<file path="config.mk">
export PLATFORM = sky130hd
export DESIGN_NAME = ifm_drain_reader
export DESIGN_NICKNAME = d
export VERILOG_FILES = /design/src/rtl/ifm_drain_reader.sv
export SDC_FILE = /design/constraint.sdc
export NUM_CORES = 1
export LEC_CHECK = 0
export ABC_CLOCK_PERIOD_IN_PS = 3800
export BUFFER_PORTS_ARGS = -buffer_cell sky130_fd_sc_hd__buf_2
export CELL_PAD_IN_SITES_DETAIL_PLACEMENT = 1
export CELL_PAD_IN_SITES_GLOBAL_PLACEMENT = 1
export CORE_UTILIZATION = 40
export CTS_BUF_LIST = sky130_fd_sc_hd__clkbuf_16
export CTS_CLUSTER_DIAMETER = 120
export DETAILED_ROUTE_END_ITERATION = 8
export PLACE_DENSITY_LB_ADDON = 0.1
export SLEW_MARGIN = 20
export SYNTH_ARGS = -nofsm -noshare
export SYNTH_HDL_FRONTEND = slang
export SYNTH_SLANG_ARGS = --single-unit
export TNS_END_PERCENT = 10
</file>
<file path="constraint.sdc">
create_clock -name clk -period 3.8 [get_ports clk]
set_clock_uncertainty 0.1 [all_clocks]
set_input_delay 0.57 -clock clk [delete_from_list [all_inputs] [get_ports clk]]
set_output_delay 0.57 -clock clk [all_outputs]
set_load 0.1 [all_outputs]
</file>
<file path="src/rtl/ifm_drain_reader.sv">
// Purpose : drains one ping-pong IFM bank per frame (all maps, all words, in order) into a valid/ready stream.
// Latency : first m_valid two cycles after the start pulse is sampled; one word per cycle with m_ready held high.
// Backpressure: reads are issued only when the 2-entry output FIFO can absorb them; output holds while m_ready=0.
//
// Ports:
//   clk, reset (async, active-low)       - clocking / reset
//   start_from_previous / end_to_previous - frame handshake with the producing layer (pulses)
//   ready, overrun                        - idle indication / sticky lost-start flag
//   ifm_enable_read, ifm_address_read,
//   ifm_sel_map, ifm_sel_bank,
//   data_in_from_ifm                      - IFM memory read port (1-cycle read latency)
//   m_valid, m_ready, m_data, m_last      - output stream
module ifm_drain_reader #(
    parameter int DATA_WIDTH    = 32,
    parameter int IFM_SIZE      = 9,
    parameter int NUMBER_OF_IFM = 28,
    localparam int ADDRESS_SIZE_IFM = $clog2(IFM_SIZE * IFM_SIZE),
    localparam int MAP_SEL_BITS     = $clog2(NUMBER_OF_IFM)
) (
    input  logic                        clk,
    input  logic                        reset,
    input  logic                        start_from_previous,
    output logic                        end_to_previous,
    output logic                        ready,
    output logic                        ifm_enable_read,
    output logic [ADDRESS_SIZE_IFM-1:0] ifm_address_read,
    output logic [MAP_SEL_BITS-1:0]     ifm_sel_map,
    output logic                        ifm_sel_bank,
    input  logic [DATA_WIDTH-1:0]       data_in_from_ifm,
    output logic                        m_valid,
    output logic                        m_last,
    output logic [DATA_WIDTH-1:0]       m_data,
    input  logic                        m_ready,
    output logic                        overrun
);

    localparam logic [ADDRESS_SIZE_IFM-1:0] ADDR_LAST = ADDRESS_SIZE_IFM'(IFM_SIZE * IFM_SIZE - 1);
    localparam logic [ADDRESS_SIZE_IFM-1:0] ADDR_ONE  = ADDRESS_SIZE_IFM'(1);
    localparam logic [MAP_SEL_BITS-1:0]     MAP_LAST  = MAP_SEL_BITS'(NUMBER_OF_IFM - 1);
    localparam logic [MAP_SEL_BITS-1:0]     MAP_ONE   = MAP_SEL_BITS'(1);

    typedef enum logic [1:0] {IDLE, DRAIN, FLUSH} state_t;

    state_t                        state;
    logic                          pending;
    logic [ADDRESS_SIZE_IFM-1:0]   addr_cnt;
    logic [MAP_SEL_BITS-1:0]       map_cnt;
    logic                          rd_inflight;
    logic                          rd_inflight_last;

    logic [DATA_WIDTH-1:0]         fifo_dat [2];
    logic [1:0]                    fifo_last;
    logic                          wr_ptr;
    logic                          rd_ptr;
    logic [1:0]                    fifo_cnt;

    logic                          pop;
    logic                          rd_last;
    logic [2:0]                    committed;

    assign m_valid          = (fifo_cnt != 2'd0);
    assign m_data           = fifo_dat[rd_ptr];
    assign m_last           = m_valid & fifo_last[rd_ptr];
    assign pop              = m_valid & m_ready;
    assign ready            = (state == IDLE) && !pending;
    assign ifm_address_read = addr_cnt;
    assign ifm_sel_map      = map_cnt;
    assign rd_last          = (addr_cnt == ADDR_LAST) && (map_cnt == MAP_LAST);

    // Words the FIFO is committed to hold after this cycle's pop: stored + in flight - leaving now.
    // Counting the pop keeps the pipe at one word per cycle while never exceeding two entries.
    assign committed       = {1'b0, fifo_cnt} + {2'b00, rd_inflight} - {2'b00, pop};
    assign ifm_enable_read = (state == DRAIN) && (committed < 3'd2);

    always_ff @(posedge clk or negedge reset) begin
        if (!reset) begin
            state            <= IDLE;
            pending          <= 1'b0;
            overrun          <= 1'b0;
            addr_cnt         <= '0;
            map_cnt          <= '0;
            rd_inflight      <= 1'b0;
            rd_inflight_last <= 1'b0;
            fifo_dat[0]      <= '0;
            fifo_dat[1]      <= '0;
            fifo_last        <= 2'b00;
            wr_ptr           <= 1'b0;
            rd_ptr           <= 1'b0;
            fifo_cnt         <= 2'd0;
            end_to_previous  <= 1'b0;
            ifm_sel_bank     <= 1'b0;
        end else begin
            end_to_previous  <= 1'b0;
            rd_inflight      <= ifm_enable_read;
            rd_inflight_last <= ifm_enable_read & rd_last;

            // Read data returns exactly one cycle after the strobe; capacity was reserved at issue.
            if (rd_inflight) begin
                fifo_dat[wr_ptr]  <= data_in_from_ifm;
                fifo_last[wr_ptr] <= rd_inflight_last;
                wr_ptr            <= ~wr_ptr;
            end
            if (pop) begin
                rd_ptr <= ~rd_ptr;
            end
            fifo_cnt <= fifo_cnt + {1'b0, rd_inflight} - {1'b0, pop};

            case (state)
                IDLE: begin
                    if (start_from_previous || pending) begin
                        state    <= DRAIN;
                        addr_cnt <= '0;
                        map_cnt  <= '0;
                        // Consuming a stored start while a fresh one arrives keeps the fresh one.
                        pending  <= start_from_previous && pending;
                    end
                end
                DRAIN: begin
                    if (ifm_enable_read) begin
                        if (rd_last) begin
                            // Counters stay on the final address so the read port holds its value.
                            state <= FLUSH;
                        end else if (addr_cnt == ADDR_LAST) begin
                            addr_cnt <= '0;
                            map_cnt  <= map_cnt + MAP_ONE;
                        end else begin
                            addr_cnt <= addr_cnt + ADDR_ONE;
                        end
                    end
                end
                FLUSH: begin
                    if (pop && m_last) begin
                        state           <= IDLE;
                        end_to_previous <= 1'b1;
                        ifm_sel_bank    <= ~ifm_sel_bank;
                    end
                end
                default: state <= IDLE;
            endcase

            // Outside IDLE a start is remembered once; a second one is lost and flagged.
            if (state != IDLE && start_from_previous) begin
                if (pending) begin
                    overrun <= 1'b1;
                end else begin
                    pending <= 1'b1;
                end
            end
        end
    end

endmodule

</file>
* Word-level counts from Yosys, hierarchy flattened *
Cells that the tools add are included.

word-level totals
  input port bits = 36
  output and inout bits = 51
  logic and storage cells = 97
  register bits = 90

operators by class
  multiplexer cells = 32
  order comparisons = 7
  reduce and logical (&&, ||, !) cells = 19
  equal/unequal tests = 10
  bitwise logic cells = 8
  add/sub/neg operators = 6

operators by type and width
  cell                 count
  $mux 32              4
  $bwmux 64            1
  $demux 32 s1         1
  $mux 7               4
  $mux 5               4
  $pmux 7 s2           1
  $ne 2x2->1 const B   5
  $pmux 5 s2           1
  $mux 1               9
  $logic_and 1x1->1    8
  $mux 2               4
  $reduce_and 4->1     2
  $add 7x1->7 const B  1
  $eq 7x7->1 const B   1
  $pmux 2 s3           1
  $reduce_bool 2->1    3
  $add 5x1->5 const B  1
  $eq 5x5->1 const B   1
  $reduce_and 5->1     1
  $ge 2x2->1 const B   2
  $lt 1x2->1 const B   2
  $not 1->2            2
  $reduce_and 2->1     2
  $add 2x1->3          1
  other kinds (16)     20

* Longest topological paths before layout *
  word-level depth = 7
  depth in mapped cells = 10
  mapped depth without buffers = 9

* Worst setup path after synthesis *
OpenSTA, ideal clock, no wires.

  path type = in2reg
  start = in m_ready
  end = reg map_cnt[0] (netlist: ifm_sel_map[0])
  cell stages on the path = 8
  slack = -1.166 ns
  required time = 3.605 ns
  buffers on the path = 0
  library setup time = 0.095 ns
  arrival = 4.770 ns
  cell sequence = o21a_1 ha_1 inv_1 ha_1 fa_1 nor3_1 nand3_1 mux2i_1

on the way
  word-level cells in the longest chain between the ends = 6

RTL lines
  what                        RTL line  source
  start, declared             33        input logic m_ready,
  $and 1x1->1                 64        assign pop = m_valid & m_ready;
  $sub 3x1->3                 72        assign committed = {1'b0, fifo_cnt} + {2'b00, rd_inflight} - {2'b00, pop};
  via committed[1]            59        logic [2:0] committed;
  $lt 3x2->1                  73        assign ifm_enable_read = (state == DRAIN) && (committed < 3'd2);
  $logic_and 1x1->1           73
  via ifm_enable_read         25        output logic ifm_enable_read,
  $ne 2x2->1 (no line)        --
  $reduce_and 5->1 (no line)  --
  end signal, assigned        125       map_cnt <= map_cnt + MAP_ONE;
  end, declared               47        logic [MAP_SEL_BITS-1:0] map_cnt;

The timed path passes the listed nets, and every way through them passes these cells.
A chain may end at the register's enable or synchronous reset.

* Final worst setup path *
  start = reg fifo_cnt[1]
  end = out ifm_enable_read

on the way
  word-level cells in the longest chain between the ends = 5
  elaborated cells on any way between the ends = 6
  those cells by class = 2 x add/sub; 1 x order compare; 1 x bitwise; 2 x reduce/logical

RTL lines
  what                    RTL line  source
  start, declared         55        logic [1:0] fifo_cnt;
  start signal, assigned  106       fifo_cnt <= fifo_cnt + {1'b0, rd_inflight} - {1'b0, pop};
  $reduce_bool 2->1       61        assign m_valid = (fifo_cnt != 2'd0);
  $and 1x1->1             64
  via pop                 57        logic pop;
  $sub 3x1->3             72
  via committed[1]        59
  $lt 3x2->1              73
  $logic_and 1x1->1       73
  end, declared           25

The timed path passes the listed nets, and every way through them passes these cells.

==> run summary <==
All-layer global routing usage = 17.58%
Final hold violation count = 0
1st-iter DRT viols = 61
Worst-path clk slew = 0.07 ns
Filler cells = 1,079
Clock period minus final worst setup slack = 3.400 ns
Hold Buf Count CTS = 0
Via/cell ratio = 5.208
RSZ-0062 raised after global routing = false
Tcrit/Tclk final = 89.47%
CP Class = register to primary output
Largest net degree at the start of global routing = 36
WL per Instance = 16.42 um
Grt ovf = 0
Core region area = 9819 um2
Post-synth net total = 340
Synth top cells by count = mux2_2 (98), dfrtp_1 (90), inv_1 (9), nand3_1 (9), nand2_1 (8)
Die boundary height = 103.1 um
Least-Margin Pin Slew = 1.080 ns
Metal-1 WL = 3.804 mm
Routed wl met3 = 459 um
I/O Buffers = 86
Worst skew pair latency = 0.34 ns
Worst reg2reg setup slack = 0.60 ns
Wire length after detailed routing = 8.623 mm
Area delta synth->final = 21.40%
Clk buf depth = 2
GP Congestion = 0.7655
Yosys cell types = 41
Die area = 10,630 um2
Crit path max fanout = 5
Boundary pin count = 87
Area share of the largest cell type after synthesis = 55.10%
Hold slack = 0.01718 ns
Slew Viols, Final = 0
Rows = 36
TNS Setup = 0 ns
Net count, final = 429
Synth Instances = 298
ANT nets after route = 0
Achievable clock frequency = 294.1 MHz
Antenna Cells = 0
Area contributors post-synth = dfrtp_1 (55%), mux2_2 (27%), ha_1 (1.5%), nand3_1 (1.1%), xor2_1 (1.1%)
CP Capture Type = primary output
TritonCTS clock tree = done
Largest area contributor in the netlist = dfrtp_1
Post-synth EDFFs = 0
Fraction of layout cells with a size suffix above 1 = 53.83%
Starting Density = 41.63%
DIE WIDTH = 103.1 um
Mapped cell area = 4088 um2
Via count = 2,734
Max_cap viols = 0
Post-synthesis sequential area ratio = 55.10%
CTS resizes = 0
Final number of setup-violating endpoints = 0
Clock buffer count from CTS = 9
DP HPWL = 5.936 mm
Ys Warns = 0
Number of antenna violations at the first check in global routing = 0
First-pass GRT wire length = 14.10 mm
Vias in the first global route = 2,847
CP startpoint kind = register
CP Data Arrival Time = 2.73 ns
Post-synth top flop = dfrtp_1
Drt drc = 0
Root Buffer = clkbuf_16
Worst slew margin = 27.86%
DR top layer = met4
Met2 WL = 4.249 mm
CTS sink cnt = 90
Setup Buffers After CTS = 0
WP data required = 3.13 ns
Synth Area per Inst = 13.72 um2
Drt pass-1 iters = 6
Worst Hold Class = input pin to async pin
Count leader, synth = mux2_2
Ys async rst share = 100.0%
Status = complete, no violations
Synth Register Bits = 90
H-tree depth = 3
==> final cells by class <==
type / instances / area, um2 / share of cell area (%)
clock buffers: 9 / 225.2 / 4.539
well taps: 133 / 166.4 / 3.354
repair buffers: 93 / 485.5 / 9.783
clock inverters: 7 / 52.55 / 1.059
flip-flops and latches: 90 / 2252 / 45.39
multi-input cells: 184 / 1747 / 35.20
inverters: 9 / 33.78 / 0.6808
==> state kept, by name, summed over array words and instances, names as in the netlist <==
signal            cells
ifm_address_read      7
rd_ptr                1
fifo_last             2
ifm_sel_map           5
fifo_cnt              2
overrun               1
rd_inflight           1
state                 2
wr_ptr                1
end_to_previous       1
ifm_sel_bank          1
fifo_dat             64
pending               1
rd_inflight_last      1
==> logic make-up (layout without fill, tap and decap cells) <==
group | count (synthesis) | in the layout | share of synthesized area, %
flip-flops | 90 | 90 | 55.10
adder cells (fa/ha/maj) | 6 | 6 | 2.020
buffers and inverters | 24 | 118 | 2.632
AO/OA/AOI/OAI | 31 | 31 | 5.724
XOR/XNOR | 6 | 6 | 1.286
AND/OR/NAND/NOR | 41 | 41 | 5.755
multiplexers | 100 | 100 | 27.49
==> worst max-delay path: stages, from the launching register on <==
cell and delay (ns):
dfrtp_1 0.40, o21a_1 0.24, ha_1 0.28, inv_1 0.04, ha_1 0.18, fa_1 0.55
nor3_4 0.25, buf_2 0.46
==> metal layers <==
layer | global-route usage [%] | vias to the layer above
met5 | 0 | -
met4 | 6.501 | 0
met3 | 4.475 | 10
met2 | 29.44 | 67
met1 | 21.99 | 1399
li1 | - | 1258
==> placed cells by master, fill, tap and decap left out, types with 2 or more instances in the layout <==
master,synthesis,layout
a211oi_1,3,3
a21oi_1,5,5
and3_1,2,2
buf_2,2,85
buf_4,0,8
clkbuf_16,0,9
clkinv_4,0,3
dfrtp_1,90,90
ha_1,5,5
inv_1,9,9
inv_6,0,2
mux2_2,98,98
mux2i_1,2,2
nand2_1,8,8
nand2b_1,2,2
nand3_1,9,9
nor2_1,5,5
nor3b_1,2,2
nor4_1,2,2
o21ai_0,7,7
o2bb2ai_1,3,3
o31ai_1,5,5
or4_1,3,3
xor2_1,5,5
==> metrics by stage <==
step	setup WS, ns	area (um2)	utilization (%)	instances
after floorplan	0.5040	4099	-	298
after global placement	0.4554	4684	47.71	509
after detailed placement	0.3977	4684	47.71	509
after CTS	0.3626	4962	50.54	525
after global routing	0.2827	4962	50.54	525
final	0.4003	4962	50.54	525
==> worst paths after layout <==
kind / start / end / cells past startpoint
min reg2reg: ifm_sel_bank$_DFFE_PN0P_ / ifm_sel_bank$_DFFE_PN0P_ / 1
min: reset / fifo_dat[9]$_DFFE_PN0P_ / 1
max: fifo_cnt[1]$_DFF_PN0_ / ifm_enable_read / 7
max reg2reg: fifo_cnt[1]$_DFF_PN0_ / ifm_sel_map[2]$_DFFE_PN0P_ / 8
min in group clk: ifm_sel_bank$_DFFE_PN0P_ / ifm_sel_bank$_DFFE_PN0P_ / 1
max in group asynchronous: reset / ifm_sel_map[0]$_DFFE_PN0P_ / 2
Power is not shown: default switching activity piles up to over one toggle a cycle in this logic, so the estimate is an artifact.
